$ cat src/rtl/pll_pkg.sv
// rtl/pll_pkg.sv - shared PLL types: phase-detector state encoding and counter width helper
package pll_pkg;

  typedef enum logic [1:0] {
    PFD_IDLE = 2'd0,
    PFD_LEAD = 2'd1,
    PFD_LAG  = 2'd2
  } pfd_state_t;

  localparam int PFD_MAXCNT_DEFAULT = 255;

  function automatic int cnt_width(input int maxcnt);
    return $clog2(maxcnt + 1);
  endfunction

endpackage

$ cat src/rtl/edge_sync.sv
// rtl/edge_sync.sv - 2-FF synchroniser with previous-value flop and rising-edge detect
module edge_sync (
  input  logic clk,
  input  logic rst_n,
  input  logic sig,
  output logic rise
);

  logic s1, s2, s3;

  always_ff @(posedge clk or negedge rst_n) begin
    if (!rst_n) begin
      s1 <= 1'b0;
      s2 <= 1'b0;
      s3 <= 1'b0;
    end else begin
      s1 <= sig;
      s2 <= s1;
      s3 <= s2;
    end
  end

  assign rise = s2 & ~s3;

endmodule

$ cat src/rtl/pfd_digital.sv
// rtl/pfd_digital.sv - sampled tri-state phase-frequency detector with signed per-comparison error
module pfd_digital
  import pll_pkg::*;
#(
  parameter  int MAXCNT   = PFD_MAXCNT_DEFAULT,
  parameter  int DEADBAND = 0,
  localparam int CW       = cnt_width(MAXCNT)
) (
  input  logic                 clk,
  input  logic                 rst_n,
  input  logic                 en,
  input  logic                 ref_in,
  input  logic                 fb_in,
  output logic                 up,
  output logic                 dn,
  output logic                 err_valid,
  output logic signed [CW:0]   err_out,
  output logic                 slip
);

  localparam logic [CW-1:0] MAX_C = CW'(MAXCNT);
  localparam logic [CW-1:0] DB_C  = CW'(DEADBAND);
  localparam logic [CW-1:0] ONE_C = CW'(1);

  logic ref_rise, fb_rise;

  edge_sync u_ref_sync (.clk(clk), .rst_n(rst_n), .sig(ref_in), .rise(ref_rise));
  edge_sync u_fb_sync  (.clk(clk), .rst_n(rst_n), .sig(fb_in),  .rise(fb_rise));

  pfd_state_t       state, next_state;
  logic [CW-1:0]    cnt, next_cnt, cnt_inc;
  logic             close;
  logic signed [CW:0] close_err;

  assign cnt_inc = (cnt == MAX_C) ? cnt : cnt + ONE_C;

  always_comb begin
    next_state = state;
    next_cnt   = cnt;
    close      = 1'b0;
    close_err  = '0;
    if (!en) begin
      next_state = PFD_IDLE;
      next_cnt   = '0;
    end else begin
      case (state)
        PFD_IDLE: begin
          if (ref_rise && fb_rise) begin
            close = 1'b1;
          end else if (ref_rise) begin
            next_state = PFD_LEAD;
            next_cnt   = ONE_C;
          end else if (fb_rise) begin
            next_state = PFD_LAG;
            next_cnt   = ONE_C;
          end
        end
        PFD_LEAD: begin
          if (fb_rise) begin
            close     = 1'b1;
            close_err = $signed({1'b0, cnt});
            // a coincident ref edge starts the next comparison straight away
            if (ref_rise) begin
              next_cnt = ONE_C;
            end else begin
              next_state = PFD_IDLE;
              next_cnt   = '0;
            end
          end else begin
            next_cnt = cnt_inc;
          end
        end
        PFD_LAG: begin
          if (ref_rise) begin
            close     = 1'b1;
            close_err = -$signed({1'b0, cnt});
            if (fb_rise) begin
              next_cnt = ONE_C;
            end else begin
              next_state = PFD_IDLE;
              next_cnt   = '0;
            end
          end else begin
            next_cnt = cnt_inc;
          end
        end
        default: begin
          next_state = PFD_IDLE;
          next_cnt   = '0;
        end
      endcase
    end
  end

  always_ff @(posedge clk or negedge rst_n) begin
    if (!rst_n) begin
      state     <= PFD_IDLE;
      cnt       <= '0;
      up        <= 1'b0;
      dn        <= 1'b0;
      slip      <= 1'b0;
      err_valid <= 1'b0;
      err_out   <= '0;
    end else begin
      state     <= next_state;
      cnt       <= next_cnt;
      up        <= (next_state == PFD_LEAD) && (next_cnt > DB_C);
      dn        <= (next_state == PFD_LAG) && (next_cnt > DB_C);
      slip      <= (next_state != PFD_IDLE) && (next_cnt == MAX_C) && (cnt != MAX_C);
      err_valid <= close;
      if (close) begin
        err_out <= close_err;
      end
    end
  end

endmodule

$ cat config.mk
export PLATFORM = sky130hd
export DESIGN_NAME = pfd_digital
export DESIGN_NICKNAME = d
export VERILOG_FILES = /design/src/rtl/pll_pkg.sv /design/src/rtl/edge_sync.sv /design/src/rtl/pfd_digital.sv
export SDC_FILE = /design/constraint.sdc
export NUM_CORES = 1
export LEC_CHECK = 0
export CORE_MARGIN = 1.5
export CORE_UTILIZATION = 61
export CTS_CLUSTER_DIAMETER = 40
export CTS_CLUSTER_SIZE = 10
export DETAILED_ROUTE_END_ITERATION = 8
export GPL_TIMING_DRIVEN = 0
export PLACE_DENSITY = 0.89
export SETUP_SLACK_MARGIN = 0.5
export SYNTH_ARGS = -nofsm -noshare
export SYNTH_HDL_FRONTEND = slang
export SYNTH_SLANG_ARGS = --single-unit
$ cat constraint.sdc
create_clock -name clk -period 4.4 [get_ports clk]
set_input_delay 1.1 -clock clk [delete_from_list [all_inputs] [get_ports clk]]
set_output_delay 1.1 -clock clk [all_outputs]
set_load 0.01 [all_outputs]
==> results.md, run 1 <==
- The run finished, with violations left.
- The final reports fail on design-rule violations.
- The post-detailed-route DRC marker count is 4.
- The final routed wire length divided by cell count is approximately 16 microns.
- The number of antenna violations at the first check in global routing is 0.
- The maximum cell stage delay along the critical path is approximately 0.48 ns.
- Dividing the final minimum period by the clock period gives 56.9%.
- After synthesis, flip-flops and latches occupy between 30% and 40% of the total area.
- During synthesis, Yosys emitted a total of 0 warnings.
- Internal power comes to 0.000386 W.
- For this design the top-level I/O count stands at 18.
- The repair_antennas step left the layout with diodes totalling 0.
- The sum of negative setup slack is 0 ns.
- The tightest hold path in the finished design has a slack of 0.355 ns.
- Yosys mapped a number of flops with a built-in enable equal to 0.
- For this design the static power due to leakage is 0.827 nW.
- The first global-routing pass estimated about 6.8 mm of wire.
- The clock latency reported for the late side of the worst-skew pair is 0.33 ns.
- Grouping stages by cell kind, the critical path spends the most delay in compound AO/OA/AOI/OAI gates.
- The initial core utilization is 64.9%.
- The area of all sequential standard cells is about 730 sq um.
- The largest family of logic cells by synthesized area is compound AO/OA/AOI/OAI gates.
- The total wirelength of the detailed-routed design is 4.04 mm.
- Setup repair after global routing left no endpoint under its margin.
- In this run the power spent charging and discharging nets is 0.000153 W.
- Of the total power, the share spent switching nets is 28.4%.
- The number of hold violations in the final report is 0.
- VDD sags by at most ~220 uV.
- The number of cell rows is 19.
- Of all nets on the critical path, the largest fanout is 3.
- The total global-route track usage is 27.0%.
- The CTS tree is built.
- Of all cell types, the one taking the most synthesized area is dfrtp_1.
- The tightest slew margin relative to the limit is about 57%.
- The endpoint class of the critical path is a flop.
- In the routed layout, each cell is associated on average with a via count of 6.30.
- The count of nets left with antenna violations once routing finished came out at 0.
- The number of buffers added for setup after CTS is 0.
- The maximum buffer depth of the clock tree is 2.
- Setup violations remaining at the end of the flow were counted as 0.
- Combinational cells account for 18.6% of the total power.
- STA puts the critical path data arrival time at 2.72 ns.
- The share of power burned in the clock network is 30.0%.
- The setup path with the least slack is of type in2reg.
- Among all flip-flop cells after synthesis, the most frequent one is dfrtp_1.
- Once layout is complete, the utilization of the core stands at 74.2%.
- The congestion estimate from routability-driven global placement came to 0.885.
- The share of synthesized registers carrying an async set or reset is 100%.
- Synthesis produced a netlist with a net count of 209.
- Counting every instance in the synthesized netlist gives slightly below 200.
- The startpoint type of the worst setup path is a primary input.
- The average cell area after synthesis is about 9 sq um.
- The worst setup slack after layout is 1.90 ns.
- By count the netlist is led by dfrtp_1, nand2_1, o21ai_0.
- After synthesis the netlist holds a flip-flop and latch count of 29.
- The post-synthesis cell area is between 0.0015 and 0.002 sq mm.
- The final number of max-transition violations is 0.
- The floorplan core area is 0.00281 sq mm.
- The number of H-tree branching levels is 2.
- By instance count, the leading cell after synthesis is dfrtp_1.
- The root buffer cell chosen for the clock tree is clkbuf_4.
- For this design, the sink count on the clock tree is 29.
- Summing the areas of all compound-gate instances in the mapped netlist gives 25.9% of the synthesized area.
- In the post-synthesis netlist, the biggest area contributors are dfrtp_1, o21ai_0, nand2_1, ha_1, a21oi_1.
- The die covers around 0.0033 sq mm.
- The maximum clock frequency is 0.400 GHz.
- Traced cell by cell, the critical path runs through clkdlybuf4s50_1, nor2b_1, o21ai_0, nor3_2, o21ai_1, a2111oi_2.
- For this run, the detailed router's first-pass iteration total came to 6.
- On the final layout, the worst clock skew is 0.00886 ns.
- The number of maximum-capacitance violations is 0.
- The number of buffers created by CTS is 5.
- Counting both buffers and inverters, the worst setup path holds a total of 1.
- The leftover overflow at the end of global routing is 0.
- Input and output buffers added on the ports amount to 17.
- The share of layout cells above drive strength 1 is 14.9%.
- The slew of the pin with the lowest slew margin is 0.646 ns.
- The pin count of the biggest net entering global routing is 30.
- The worst endpoint required time is 4.62 ns.
- Of the total synthesized cell area, the portion taken by full adders, half adders and majority gates is 4.12%.
- The internal reg-to-reg setup slack is 2.23 ns.
- The routed layout has 1595 vias.
- The number of filler cells placed in the layout is 229.
- The number of hold buffers added after CTS was 0.
- The register share of total power is between 50% and 60%.
- Compared with the post-synthesis result, the final layout area differs by 14.2%.
- Power spread over the standard cell area amounts to 259 mW/mm^2.
- The DRC marker count from the first detailed-route iteration is 73.
- The number of cells upsized or downsized after cts is 0.
- OpenSTA, run right after detailed placement, puts the worst setup slack at 1.58 ns.
- The via count of the first global-routing pass came to 1495.
- After clock tree synthesis, the clock-pin slew on the worst setup and hold paths is 0.08 ns.
- The fraction of synthesized cell area taken by the top area cell type is 39.8%.
- The basic-gate share of the synthesized area counting and, or, nand and nor cells is ~22%.
- The net count of the finished layout is roughly 230.
- The width of the chip is between 50 and 60 microns.
- The number of different library cells used by synthesis comes to between 50 and 60.
- After Yosys synthesis, XOR and XNOR cells account for around 2.5% of the synthesized area.
- The multi-input gate area in the final layout is 985 sq um.
- The total half-perimeter wirelength after legalization and detailed placement is between 3 and 4 mm.
- In this run the vertical extent of the chip is 57.7 microns.
- The worst path in the final design needs a cycle of roughly 2.5 ns, including I/O delays and setup.
- The proportion of synthesized area in mux cells is 0%.
- The worst hold-check path type is reg2reg.
- For this design, the slowest cell found on the critical path is clkdlybuf4s50_1.
-- layout by cell type, fill, tap and decap left out, types with 2 or more instances in the layout --
cell type        instances
a21oi_1                 13
and2_1                   7
nor2_1                   9
nand2_1                 21
clkbuf_4                 5
nor3_1                   7
buf_2                    9
inv_1                   11
and2b_4                  2
a31oi_1                  3
nand2b_1                 2
ha_1                     6
dfrtp_1                 29
a22o_1                   2
o211ai_1                 3
nand3_2                  2
a22oi_1                  4
clkdlybuf4s50_1         16
o21ai_0                 20
o21ai_1                  2
clkbuf_1                 4
or3_1                    3
nand3_1                  6
-- logic make-up after synthesis --
logic type,count (synthesis)
AO/OA/AOI/OAI,66
flip-flops,29
buffers and inverters,24
AND/OR/NAND/NOR,70
XOR/XNOR,3
adder cells (fa/ha/maj),6
-- cell type report --
type / instances / share of cell area (%)
Multi-Input combinational cell: 145 / 47.3
Sequential cell: 29 / 34.9
Timing Repair Buffer: 17 / 7.94
Buffer: 13 / 3.37
Clock buffer: 7 / 2.65
Inverter: 11 / 1.98
Tap cell: 31 / 1.86
-- power groups by stage --
| stage | registers [W] | clock network [W] | logic, W |
|---|---|---|---|
| floorplan | 0.000282 | 0 | 0.0000720 |
| global placement | 0.000282 | 0 | 0.0000962 |
| detailed placement | 0.000282 | 0 | 0.0000995 |
| CTS | 0.000277 | 0.000165 | 0.000100 |
| global route | 0.000278 | 0.000174 | 0.000110 |
| finish | 0.000277 | 0.000162 | 0.000100 |
-- flip-flops by register name, summed over array words and instances (netlist names) --
register and cells:
err_out 9, cnt 8, state 2, dn 1, err_valid 1, slip 1
u_fb_sync.s1 1, u_fb_sync.s2 1, u_fb_sync.s3 1, u_ref_sync.s1 1, u_ref_sync.s2 1, u_ref_sync.s3 1
up 1
-- metal layers --
layer  share of wire (%)  global-route usage [%]
met2                  50                    45.5
met1                  42                    33.1
met4                 1.5                    12.6
met5                   0                       0
met3                 6.3                    5.58
-- path summary, 6_finish.rpt --
| check | startpoint | endpoint | depth (start not counted) |
|---|---|---|---|
| min in group asynchronous | rst_n | err_out[3]$_DFFE_PN0P_ | 1 |
| worst min register to register | u_fb_sync.s1$_DFF_PN0_ | u_fb_sync.s2$_DFF_PN0_ | 0 |
| worst max-delay path | en | slip$_DFF_PN0_ | 6 |
| worst max register to register | state[0]$_DFF_PN0_ | slip$_DFF_PN0_ | 7 |
| worst min-delay path | u_fb_sync.s1$_DFF_PN0_ | u_fb_sync.s2$_DFF_PN0_ | 0 |
| max in group asynchronous | rst_n | up$_DFF_PN0_ | 1 |
-- per-stage QoR --
stage	instances	area [sq um]	power, W
2_1_floorplan	198	1820	0.000354
3_3_place_gp	246	2030	0.000378
3_5_place_dp	246	2030	0.000382
4_1_cts	253	2090	0.000542
5_1_grt	253	2080	0.000562
6_report	253	2080	0.000539
Power figures use the tool's default switching activity.
==> run 2, diff against run 1 <==
--- a/config.mk
+++ b/config.mk
@@ -6,12 +6,12 @@
 export NUM_CORES = 1
 export LEC_CHECK = 0
 export CORE_MARGIN = 1.5
-export CORE_UTILIZATION = 61
+export CORE_UTILIZATION = 56
 export CTS_CLUSTER_DIAMETER = 40
 export CTS_CLUSTER_SIZE = 10
 export DETAILED_ROUTE_END_ITERATION = 8
 export GPL_TIMING_DRIVEN = 0
-export PLACE_DENSITY = 0.89
+export PLACE_DENSITY = 0.83
 export SETUP_SLACK_MARGIN = 0.5
 export SYNTH_ARGS = -nofsm -noshare
 export SYNTH_HDL_FRONTEND = slang
==> constraint.sdc (replaced) <==
create_clock -name clk -period 2.5 [get_ports clk]
set_input_delay 0.625 -clock clk [delete_from_list [all_inputs] [get_ports clk]]
set_output_delay 0.625 -clock clk [all_outputs]
set_load 0.01 [all_outputs]
==> run 2 against run 1 <==
First-iteration DRC count increased by 40%. Global-route usage decreased by 1.7 points. Non-clock buffer count increased by 18. The flow now finishes without violations. Worst hold slack got worse by 0.052 ns. Clock skew decreased by 0.0052 ns. Sequential power increased by 77%. Combinational power increased to 2.8 times the previous value. Clock power increased by 76%. Die area increased by 8.4%. Register-to-register slack got worse by 1.8 ns.
==> results.md, run 2 (synthesis gave the netlist of run 1 again) <==
- Run status: finished clean (was finished with violations).
- The minimum hold slack is 0.303 ns (was 0.355 ns).
- The initial core utilization is 59.2% (was 64.9%).
- Most used cells in the layout excluding fill and tap cells: dfrtp_1, nand2_1, o21ai_0 (unchanged).
- The leakage power total is 0.957 nW (was 0.827 nW).
- The total global-route track usage is 25.3% (was 27.0%).
- The final routed wire length divided by cell count is 17.0 microns (was 16.0 microns).
- The worst reg2reg path depth is 10 (was 7).
- The number of H-tree branching levels is 2 (unchanged).
- The first-pass GRT wire length is 6.75 mm (was 6.76 mm).
- The critical path arrival came to 2.29 ns (was 2.72 ns).
- The global placement routability congestion was 0.881 (was 0.885).
- The quantity of hold-fixing buffers added after cts is 0 (unchanged).
- The post-detailed-route DRC marker count is 0 (was 4).
- The global routing usage on met3 was 7.58% (was 5.58%).
- The width of the chip came to 60.0 microns (was 57.7 microns).
- The via count of the first global-routing pass is 1505 (was 1495).
- The tightest slew margin relative to the limit is 57.5% (was 56.5%).
- The net count of the finished layout came to 251 (was 233).
- The via count normalized by instance count is 6.14 (was 6.30).
- The CTS tree is built (unchanged).
- Timing would allow up to 0.479 GHz.
- The clock root buffer is clkbuf_4 (unchanged).
- The placed instance count came to 259 (was 246).
- The total power density per cell area is 430 mW/mm^2 (was 259 mW/mm^2).
- The highest net fanout along the worst path came to 5 (was 3).
- The count of clock tree sinks is 29 (unchanged).
- The DRC marker count from the first detailed-route iteration was 102 (was 73).
- Setup repair after global routing missed its margin: yes (was no).
- The multi-input gate area in the final layout is 0.00114 sq mm (was 985 sq um).
- The number of cell rows is 20 (was 19).
- The floorplan core area is 0.00308 sq mm (was 0.00281 sq mm).
- The register with the most flip-flops is err_out (unchanged).
- The slew of the pin with the lowest slew margin is 0.638 ns (was 0.646 ns).
- The number of maximum-capacitance violations is 0 (unchanged).
- The total half-perimeter wirelength after legalization and detailed placement is 2.81 mm (was 3.03 mm).
- The floorplan die area is 0.00360 sq mm (was 0.00332 sq mm).
- The final total power is 0.00105 W (was 0.000539 W).
- The area of all sequential standard cells is 728 sq um (was 726 sq um).
- The sum of negative setup slack came to 0 ns (unchanged).
- The share of layout cells above drive strength 1 is 32.1% (was 14.9%).
- The most crowded layer after global routing is met2 (unchanged).
- The top-level I/O count is 18 (unchanged).
- The count of input and output buffers is 17 (unchanged).
- The non-filler instance count after layout was 284 (was 253).
- The number of filler cells placed in the layout is 184 (was 229).
- The post-CTS clock slew at the launch and capture registers of the worst setup and hold paths is 0.08 ns (about the same).
- The pin count of the biggest net entering global routing is 30 (unchanged).
- The worst setup skew after layout was 0.00364 ns (was 0.00886 ns).
- The clock latency reported for the late side of the worst-skew pair is 0.33 ns (about the same).
- The diode insertion count for antenna repair was 0 (unchanged).
- The met2 capacity usage during global routing is 41.9% (was 45.5%).
- The post-place instance area is 0.00205 sq mm (was 0.00203 sq mm).
- The worst endpoint required time was 2.70 ns (was 4.62 ns).
- The overall via count from detail_route came to 1744 (was 1595).
- The number of hold violations in the final report is 0 (unchanged).
- The startpoint of the most critical register-to-register path is state[0]$_DFF_PN0_ (unchanged).
- The number of endpoints failing setup at the final stage is 0 (unchanged).
- The endpoint class of the critical path is a flop (unchanged).
- The leading cell type in the layout, fill and taps excluded was dfrtp_1 (unchanged).
- The total wirelength of the detailed-routed design is 4.84 mm (was 4.04 mm).
- The total iterations of the first detailed-routing run is 4 (was 6).
- The worst hold-check path type was in2async (was reg2reg).
- The die height is 60.0 microns (was 57.7 microns).
- The maximum buffer depth of the clock tree came to 2 (unchanged).
- The relative area change from synthesis to final layout was 34.3% (was 14.2%).
- The met1 capacity usage during global routing came to 31.3% (was 33.1%).
- The final number of max-transition violations came to 0 (unchanged).
- The startpoint type of the worst setup path is a flop (was primary input).
- The number of antenna violations at the first check in global routing is 0 (unchanged).
- The total non-filler cell area in the finished layout is 0.00245 sq mm (was 0.00208 sq mm).
- The remaining antenna violation count after routing is 0 (unchanged).
- The beginning of the critical path is state[0]$_DFF_PN0_ (was en).
- Largest registers: err_out x9, cnt x8, state x2 (unchanged).
- The number of buffers created by CTS is 5 (unchanged).
- The kind of critical path is reg2reg (was in2reg).
- The routed design could run at a clock period as short as 2.09 ns.
- The leftover overflow at the end of global routing is 0 (unchanged).
- The flip-flop count of the largest register after layout came to 9 (unchanged).
- The worst supply voltage drop on vdd came to 277 uV (was 223 uV).
- The worst path uses 83.5% of the clock period.
run 2: changes by cell type in the layout (fill, tap and decap cells not counted), moves of 3 or more:
cell	previous run	this run
a21oi_1	13	10
ha_1	6	2
ha_4	0	3
buf_4	1	17
a21oi_2	1	4
run 2: per-layer routing:
metal,wire [microns],vias to the layer above
li1,-,804
met1,2050,831
met2,2370,91
met3,298,18
met4,121,0
met5,0,-
run 2: critical path, stage by stage (launching register included):
cell and delay (ns):
dfrtp_1 0.40, inv_2 0.08, ha_4 0.16, buf_6 0.12, a22o_4 0.28, buf_4 0.14, clkbuf_16 0.14, o21ai_2 0.06
a21oi_2 0.10, nor4_2 0.33, a31oi_1 0.13
run 2: final timing paths:
kind / to / slack (ns)
worst max-delay path: dn$_DFF_PN0_ / 0.41
worst min-delay path: err_valid$_DFF_PN0_ / 0.30
worst min register to register: u_fb_sync.s2$_DFF_PN0_ / 0.35
worst max register to register: dn$_DFF_PN0_ / 0.41
min in group clk: u_fb_sync.s2$_DFF_PN0_ / 0.35
max in group asynchronous: cnt[1]$_DFF_PN0_ / 1.74
run 2: layout make-up:
class	count	share of cell area [%]
Sequential cell	29	29.8
Timing Repair Buffer	35	13.7
Clock buffer	7	2.25
Tap cell	44	2.25
Buffer	13	3.84
Multi-Input combinational cell	145	46.5
Inverter	11	1.69
run 2: where the power goes:
part           internal (W)  leakage (nW)  switching, W
Clock              0.000132        0.0314      0.000153
Sequential         0.000480         0.386    0.00000837
Combinational      0.000128         0.540      0.000150
Total              0.000740         0.957      0.000311
run 2: stage by stage:
step | setup WS (ns) | utilization, %
2_1_floorplan | 0.602 | -
3_3_place_gp | 0.175 | 66.5
3_5_place_dp | 0.112 | 66.5
4_1_cts | 0.488 | 71.7
5_1_grt | 0.335 | 79.5
6_report | 0.412 | 79.5
run 2: repair_timing:
item / 4_1_cts / 5_1_grt
setup buffers: 4 / 12
setup endpoints to repair: 11 / 11
endpoints found under the hold margin: 0 / 0
pin swaps: 6 / 12
gates resized for setup: 21 / 22
gates cloned: 0 / 2
